## src/rtl/fma_array_if.sv

```systemverilog
// Shared operand/result handshake bundle for fma_array: one beat carries
// every lane's a|b|c, and the result side carries every lane's accumulator.
interface fma_array_if #(
  parameter int WIDTH = 16,
  parameter int LANES = 4
);
  logic [LANES*3*WIDTH-1:0] abc_in;
  logic                     valid_in;
  logic                     ready_out;
  logic                     c_load_in;
  logic                     output_can_be_valid_in;
  logic                     clear_in;
  logic [LANES*WIDTH-1:0]   out;
  logic                     valid_out;
  logic                     ready_in;
  logic [LANES-1:0]         overflow_out;

  modport master (
    output abc_in, valid_in, c_load_in, output_can_be_valid_in, clear_in, ready_in,
    input  ready_out, out, valid_out, overflow_out
  );

  modport slave (
    input  abc_in, valid_in, c_load_in, output_can_be_valid_in, clear_in, ready_in,
    output ready_out, out, valid_out, overflow_out
  );
endinterface

```

## src/rtl/fma_array.sv

```systemverilog
// Multi-lane signed fixed-point fused multiply-add with per-lane accumulator,
// saturation, sticky overflow and a two-stage ready/valid pipeline.
module fma_array #(
  parameter int WIDTH       = 16,
  parameter int FIXED_POINT = 10,
  parameter int LANES       = 4,
  parameter int SATURATE    = 1
) (
  input  logic        clk_in,
  input  logic        rst_in,
  fma_array_if.slave  bus
);
  localparam int PW = 2 * WIDTH;
  localparam int SW = 2 * WIDTH + 1;
  localparam logic signed [SW-1:0] SAT_MAX = {{(WIDTH + 2){1'b0}}, {(WIDTH - 1){1'b1}}};
  localparam logic signed [SW-1:0] SAT_MIN = {{(WIDTH + 2){1'b1}}, {(WIDTH - 1){1'b0}}};

  function automatic logic sum_ovf_fn(input logic signed [SW-1:0] sum);
    return (sum > SAT_MAX) || (sum < SAT_MIN);
  endfunction

  function automatic logic [WIDTH-1:0] fit_fn(input logic signed [SW-1:0] sum);
    logic [WIDTH-1:0] r;
    if ((SATURATE != 32'sd0) && (sum > SAT_MAX)) begin
      r = SAT_MAX[WIDTH-1:0];
    end else if ((SATURATE != 32'sd0) && (sum < SAT_MIN)) begin
      r = SAT_MIN[WIDTH-1:0];
    end else begin
      r = sum[WIDTH-1:0];
    end
    return r;
  endfunction

  logic advance_s;
  logic update_s;
  logic s1_valid_r;
  logic s1_visible_r;
  logic s1_c_load_r;
  logic valid_out_r;

  assign advance_s     = !valid_out_r || bus.ready_in;
  assign update_s      = advance_s && s1_valid_r;
  assign bus.ready_out = advance_s;
  assign bus.valid_out = valid_out_r;

  // Lane-shared pipeline control: stage-1 beat flags and the output valid.
  always_ff @(posedge clk_in or posedge rst_in) begin
    if (rst_in) begin
      s1_valid_r   <= 1'b0;
      s1_visible_r <= 1'b0;
      s1_c_load_r  <= 1'b0;
      valid_out_r  <= 1'b0;
    end else if (advance_s) begin
      s1_valid_r   <= bus.valid_in;
      s1_visible_r <= bus.output_can_be_valid_in;
      s1_c_load_r  <= bus.c_load_in;
      valid_out_r  <= s1_valid_r && s1_visible_r;
    end
  end

  for (genvar g = 0; g < LANES; g++) begin : g_lane
    logic        [WIDTH-1:0] a_s;
    logic        [WIDTH-1:0] b_s;
    logic        [WIDTH-1:0] c_s;
    logic signed [PW-1:0]    prod_s;
    logic signed [PW-1:0]    shifted_s;
    logic        [WIDTH-1:0] addend_s;
    logic signed [SW-1:0]    sum_s;
    logic                    sum_ovf_s;
    logic        [WIDTH-1:0] res_s;
    logic signed [PW-1:0]    s1_prod_r;
    logic        [WIDTH-1:0] s1_c_r;
    logic        [WIDTH-1:0] acc_r;
    logic                    ovf_r;

    assign a_s = bus.abc_in[g*3*WIDTH + 2*WIDTH +: WIDTH];
    assign b_s = bus.abc_in[g*3*WIDTH + WIDTH +: WIDTH];
    assign c_s = bus.abc_in[g*3*WIDTH +: WIDTH];

    // Stage-1 product and stage-2 sum; the accumulator feeds back directly so
    // consecutive accumulate beats need no forwarding.
    always_comb begin
      prod_s    = $signed({{WIDTH{a_s[WIDTH-1]}}, a_s}) * $signed({{WIDTH{b_s[WIDTH-1]}}, b_s});
      shifted_s = s1_prod_r >>> FIXED_POINT;
      if (s1_c_load_r) begin
        addend_s = s1_c_r;
      end else if (bus.clear_in) begin
        addend_s = {WIDTH{1'b0}};
      end else begin
        addend_s = acc_r;
      end
      sum_s     = $signed({shifted_s[PW-1], shifted_s})
                + $signed({{(WIDTH + 1){addend_s[WIDTH-1]}}, addend_s});
      sum_ovf_s = sum_ovf_fn(sum_s);
      res_s     = fit_fn(sum_s);
    end

    // Per-lane stage-1 operands, accumulator and sticky overflow flag.
    always_ff @(posedge clk_in or posedge rst_in) begin
      if (rst_in) begin
        s1_prod_r <= {PW{1'b0}};
        s1_c_r    <= {WIDTH{1'b0}};
        acc_r     <= {WIDTH{1'b0}};
        ovf_r     <= 1'b0;
      end else begin
        if (advance_s) begin
          s1_prod_r <= prod_s;
          s1_c_r    <= c_s;
        end
        if (update_s) begin
          acc_r <= res_s;
          ovf_r <= (bus.clear_in ? 1'b0 : ovf_r) | sum_ovf_s;
        end else if (bus.clear_in) begin
          // A held output beat keeps its data; only the flags clear.
          ovf_r <= 1'b0;
          if (advance_s) begin
            acc_r <= {WIDTH{1'b0}};
          end
        end
      end
    end

    assign bus.out[g*WIDTH +: WIDTH] = acc_r;
    assign bus.overflow_out[g]       = ovf_r;
  end
endmodule

```

## src/flat_wrapper.sv

```systemverilog
// flat-port wrapper written by rule: the top's interface ports become plain ports
module fma_array_flat 
#(
  parameter int WIDTH       = 16,
  parameter int FIXED_POINT = 10,
  parameter int LANES       = 4,
  parameter int SATURATE    = 1
)
  (clk_in, rst_in, bus_abc_in, bus_valid_in, bus_c_load_in, bus_output_can_be_valid_in, bus_clear_in, bus_ready_in, bus_ready_out, bus_out, bus_valid_out, bus_overflow_out);
  fma_array_if #(.WIDTH(WIDTH), .LANES(LANES)) bus_i ();
  input  logic clk_in;
  input  logic rst_in;
  input wire logic [$bits(bus_i.abc_in)-1:0] bus_abc_in;
  input wire logic [$bits(bus_i.valid_in)-1:0] bus_valid_in;
  input wire logic [$bits(bus_i.c_load_in)-1:0] bus_c_load_in;
  input wire logic [$bits(bus_i.output_can_be_valid_in)-1:0] bus_output_can_be_valid_in;
  input wire logic [$bits(bus_i.clear_in)-1:0] bus_clear_in;
  input wire logic [$bits(bus_i.ready_in)-1:0] bus_ready_in;
  output wire logic [$bits(bus_i.ready_out)-1:0] bus_ready_out;
  output wire logic [$bits(bus_i.out)-1:0] bus_out;
  output wire logic [$bits(bus_i.valid_out)-1:0] bus_valid_out;
  output wire logic [$bits(bus_i.overflow_out)-1:0] bus_overflow_out;
  assign bus_i.abc_in = bus_abc_in;
  assign bus_i.valid_in = bus_valid_in;
  assign bus_i.c_load_in = bus_c_load_in;
  assign bus_i.output_can_be_valid_in = bus_output_can_be_valid_in;
  assign bus_i.clear_in = bus_clear_in;
  assign bus_i.ready_in = bus_ready_in;
  assign bus_ready_out = bus_i.ready_out;
  assign bus_out = bus_i.out;
  assign bus_valid_out = bus_i.valid_out;
  assign bus_overflow_out = bus_i.overflow_out;
  fma_array #(.WIDTH(WIDTH), .FIXED_POINT(FIXED_POINT), .LANES(LANES), .SATURATE(SATURATE)) u_core (.clk_in(clk_in), .rst_in(rst_in), .bus(bus_i));
endmodule
```

## config.mk

```make
export PLATFORM = sky130hd
export DESIGN_NAME = fma_array_flat
export DESIGN_NICKNAME = d
export VERILOG_FILES = /design/src/rtl/fma_array_if.sv /design/src/rtl/fma_array.sv /design/src/flat_wrapper.sv
export SDC_FILE = /design/constraint.sdc
export NUM_CORES = 2
export LEC_CHECK = 0
export ABC_AREA = 1
export CORE_ASPECT_RATIO = 0.6
export CORE_MARGIN = 10
export CORE_UTILIZATION = 45
export CTS_CLUSTER_SIZE = 24
export DETAILED_ROUTE_END_ITERATION = 7
export GPL_ROUTABILITY_DRIVEN = 0
export GPL_TIMING_DRIVEN = 0
export PLACE_DENSITY = 0.58
export SLEW_MARGIN = 20
export SYNTH_ARGS = -nofsm -noshare
export SYNTH_HDL_FRONTEND = slang
export SYNTH_SLANG_ARGS = --single-unit
export TNS_END_PERCENT = 50
```

## constraint.sdc

```tcl
create_clock -name clk_in -period 12 [get_ports clk_in]
set_input_delay 1.2 -clock clk_in [delete_from_list [all_inputs] [get_ports clk_in]]
set_output_delay 1.2 -clock clk_in [all_outputs]
set_load 0.03 [all_outputs]
```

# [Word level (Yosys, flattened, before mapping)]
# Index checks and enable logic that the tools add are counted.
[op_classes] muxes=30 n_mul=4 shift=0 n_addsub=4 reduce_logical=11 n_eq_ne=0 bitwise=4 order_cmp=8 div=0
[op_table] op="16-bit two-way mux" count=22
[op_table] op="33-bit by 16-bit greater-than comparator with 1-bit output (second input constant)" count=4
[op_table] op="33-bit by 16-bit less-than comparator with 1-bit output (second input constant)" count=4
[op_table] op="16-bit by 16-bit multiplier with 32-bit output" count=4
[op_table] op="22-bit by 16-bit adder with 23-bit output" count=4
[op_table] op="1-bit two-way mux" count=8
[op_table] op="1-bit logical OR" count=5
[op_table] op="1-bit OR" count=4
[op_table] op="2-bit nonzero test" count=2
[op_table] op="1-bit logical AND" count=2
[op_table] op="2-bit AND reduction" count=1
[op_table] op="1-bit logical NOT" count=1
[totals] mem_count=0 romBits=0 in_bits=199 output_inout_bits=70 ramBits=0 latch_bits=0 register_bits=264 wordCells=81

# [Longest topological paths before layout]
[depth] depth_word=7 ltp_mapped=30 ltp_nobuf=28

# [Worst setup path after synthesis]
# No wires, ideal clock.
[synth_path] path_kind="input to register" from="in bus_abc_in[39]" to="reg u_core.g_lane[0].s1_prod_r[23]" setup_ps=118 t_required_ps=11882 path_slack_ps=5475 cell_stages=24 arrival_time_ps=6407 n_path_buf=2 path_cell_list="clkbuf_1 -> clkbuf_1 -> nand2_1 -> fa_1 -> inv_1 -> fa_1 -> inv_1 -> fa_1 -> inv_1 -> fa_1 -> fa_1 -> inv_1 -> fa_1 -> inv_1 -> ha_1 -> nand2_1 -> nor2_1 -> or3b_1 -> o211ai_2 -> nand2_1 -> nand2_1 -> nand2_1 -> nand3_1 -> nand2_1"
[synth_between] elab_chain_len=1
[synth_rtl] item="start, declared" line="flat_wrapper.sv:13" source="input wire logic [$bits(bus_i.abc_in)-1:0] bus_abc_in;"
[synth_rtl] item="16-bit by 16-bit multiplier with 32-bit output" line="fma_array.sv:83" source="prod_s = $signed({{WIDTH{a_s[WIDTH-1]}}, a_s}) * $signed({{WIDTH{b_s[WIDTH-1]}}, b_s});"
[synth_rtl] item="end signal, assigned" line="fma_array.sv:101" source="s1_prod_r <= {PW{1'b0}};"
[synth_rtl] item="end signal, assigned" line="fma_array.sv:107" source="s1_prod_r <= prod_s;"
[synth_rtl] item="end, declared" line="fma_array.sv:71" source="logic signed [PW-1:0] s1_prod_r;"
# No other way between the ends.
# A chain may end at the register's enable or synchronous reset.

# [Worst setup path after layout]
[layout_path] from="in bus_abc_in[95]" to="reg u_core.g_lane[1].s1_prod_r[30]"
[layout_between] elab_chain_len=1
[layout_rtl] item="16-bit by 16-bit multiplier with 32-bit output" line="fma_array.sv:83"
[layout_rtl] item="end signal, assigned" line="fma_array.sv:101"
[layout_rtl] item="end signal, assigned" line="fma_array.sv:107"
[layout_rtl] item="end, declared" line="fma_array.sv:71"
# No other way between the ends.

==> results.json <==
{
  "cts_root_buf": "clkbuf_16",
  "clk_pin_slew_ps": 70,
  "avgViaCountPerCell": 5.23,
  "nets": 9444,
  "synth_edf_count": 0,
  "synth_area_sq_um": 56600,
  "syn-num-nets": 9243,
  "core_area_sq_um": 124000,
  "synth_cells": 7592,
  "start_kind": "input pin",
  "clk_latency_ps": 570,
  "post_cts_buffers": 0,
  "num_vias": 49700,
  "syn_area_per_cell_sq_um": 7.45,
  "crit_fanout": 10,
  "ctsLongestPathBuffers": 3,
  "yosysWarnings": 0,
  "synth_cell_types": 53,
  "port_buffers": 174,
  "worstMarginPinSlew_ps": 1290,
  "whs_ps": 490,
  "final_antenna_net_count": 0,
  "antenna_found_initial": 4,
  "grt_pass1_vias": 48900,
  "hp-class": "reg -> reg",
  "finalSetupViolCount": 0,
  "cts-hold-fix-buffers": 0,
  "drt-initial-drc-count": 5646,
  "hold_viol": 0,
  "finalClockSkew_ps": 25.6,
  "num_rows": 100,
  "gr-total-overflow": 0,
  "max_slew_margin_pct": 14.0,
  "cts_tree": "yes",
  "layout-drive-gt1-share_pct": 2.11,
  "crit_type": "in -> reg",
  "finalCritPeriodShare_pct": 66.5,
  "first_pass_iters": 6,
  "initial_core_util_pct": 45.5,
  "synth_sequential_area_ratio_pct": 9.91,
  "dieArea_sq_um": 141000,
  "hpwlAfterDp_um": 167000,
  "cp.required_ps": 12430,
  "wl_per_cell_um": 20.4,
  "ys_seq_elements": 224,
  "reg2reg_depth": 19,
  "grt_max_degree": 97,
  "cts_max_level": 1,
  "fp.dieW_um": 478,
  "async_flop_share_pct": 100,
  "route.detailed.drc": 0,
  "setup_tns_ps": 0,
  "final_core_util_pct": 49.4,
  "cts_resized": 0,
  "syn_to_final_growth_pct": 8.49,
  "worst_hold_path.num_cells": 2,
  "die_h_um": 295,
  "cap_violations": 0,
  "grt_pass1_wl_um": 299000,
  "numCtsBuffers": 23,
  "routed_wl_um": 193000,
  "endpoint_kind": "flop",
  "grt_use_total_pct": 27.4,
  "fmax_mhz": 125,
  "cp.arrival_ps": 8410,
  "slew_viol_final": 0,
  "rsz0062_at_grt": "no",
  "clock_sinks": 224,
  "status": "completed",
  "pin_count": 269,
  "fin_crit_ps": 7980,
  "ys.flop_type": "dfrtp_1"
}
-- synth_stat cells, types with 53 or more instances --
library cell	count	area, sq um
clkbuf_1	269	1010
nand3_1	338	1690
inv_1	2059	7730
xor2_1	53	464
nor2_1	287	1080
fa_1	1048	21000
ha_1	404	5050
nand4_1	66	413
o21ai_0	241	1210
nand2_1	1995	7490
xnor2_1	64	561
dfrtp_1	224	5610
a21oi_1	217	1090
-- through the flow --
step                instance area (sq um)  std cells  worst slack, ps
floorplan                           56600       7592             4670
global placement                    60400       9449             1370
detailed placement                  60500       9451             3760
CTS                                 61400       9492             4300
global route                        61400       9492             3770
finish                              61400       9493             4020
-- worst max-delay path: stages --
cell,delay [ps]
clkdlybuf4s50_1,760
clkbuf_1,510
nand2_1,190
inv_1,170
fa_1,540
fa_1,870
fa_1,530
fa_1,520
fa_1,490
inv_1,50
fa_1,470
inv_1,50
ha_1,410
a21oi_1,130
o21ai_0,620
a21oi_1,120
o21ai_0,310
a21oi_1,120
nand2_1,110
nand2_1,50
nand3_1,110
nand2_1,70
-- layout by cell type (no fill, tap or decap), types with 41 or more instances in the layout --
cell type / Yosys / final
inv_1: 2059 / 2058
nand2_1: 1995 / 1995
fa_1: 1048 / 1048
ha_1: 404 / 404
nand3_1: 338 / 338
nor2_1: 287 / 287
clkbuf_1: 269 / 270
o21ai_0: 241 / 241
dfrtp_1: 224 / 224
a21oi_1: 217 / 217
clkdlybuf4s50_1: 0 / 174
nand4_1: 66 / 66
xnor2_1: 64 / 64
xor2_1: 53 / 53
a31oi_1: 41 / 41
-- layer usage --
| metal | global-route usage (%) | routed length [um] | vias to the layer above |
|---|---|---|---|
| li1 | - | - | 22600 |
| met1 | 43.9 | 92600 | 24400 |
| met2 | 35.4 | 70600 | 2448 |
| met3 | 9.35 | 27000 | 169 |
| met4 | 3.61 | 3060 | 10 |
| met5 | 0.385 | 126 | - |
-- worst paths after layout --
path,startpoint,endpoint,slack (ps)
setup / recovery,bus_abc_in[95],u_core.g_lane[1].s1_prod_r[30]$_DFFE_PP0N_,4020
hold / removal,u_core.g_lane[2].s1_prod_r[27]$_DFFE_PP0N_,u_core.g_lane[2].s1_prod_r[27]$_DFFE_PP0N_,490
setup reg to reg,u_core.s1_c_load_r$_DFFE_PP0N_,u_core.g_lane[3].acc_r[8]$_DFFE_PP0P_,7260
hold reg to reg,u_core.g_lane[2].s1_prod_r[27]$_DFFE_PP0N_,u_core.g_lane[2].s1_prod_r[27]$_DFFE_PP0N_,490
max in group asynchronous,rst_in,u_core.g_lane[3].s1_prod_r[27]$_DFFE_PP0N_,9680
min in group asynchronous,rst_in,u_core.g_lane[1].acc_r[9]$_DFFE_PP0P_,1040
-- cells by family (layout without fill, tap and decap cells) --
kind of cell,count (synthesis),count (layout),synth area share (%)
AO/OA/AOI/OAI,589,589,5.67
XOR/XNOR,117,117,1.81
adder cells (fa/ha/maj),1452,1452,46.0
buffers and inverters,2364,2581,15.9
flip-flops,224,224,9.91
other,0,1,0
AND/OR/NAND/NOR,2846,2846,20.7
-- state kept, by name, summed over array words and instances, names as in the netlist --
| signal | cells |
|---|---|
| u_core.bus.valid_out | 1 |
| u_core.s1_c_load_r | 1 |
| u_core.g_lane.ovf_r | 4 |
| u_core.g_lane.s1_prod_r | 88 |
| u_core.g_lane.s1_c_r | 64 |
| u_core.s1_valid_r | 1 |
| u_core.g_lane.acc_r | 64 |
| u_core.s1_visible_r | 1 |
-- area by class of cell --
type                    count  area [sq um]
clock inverters             9           224
plain buffers             300          1230
repair buffers            176          1800
inverters                2064          7750
multi-input cells        5004         42000
diodes                      1          2.50
well taps                1683          2110
fillers                 12500         63000
clock buffers              32           659
flip-flops and latches    224          5610
Power is not shown: default switching activity piles up to over one toggle a cycle in this logic, so the estimate is an artifact.
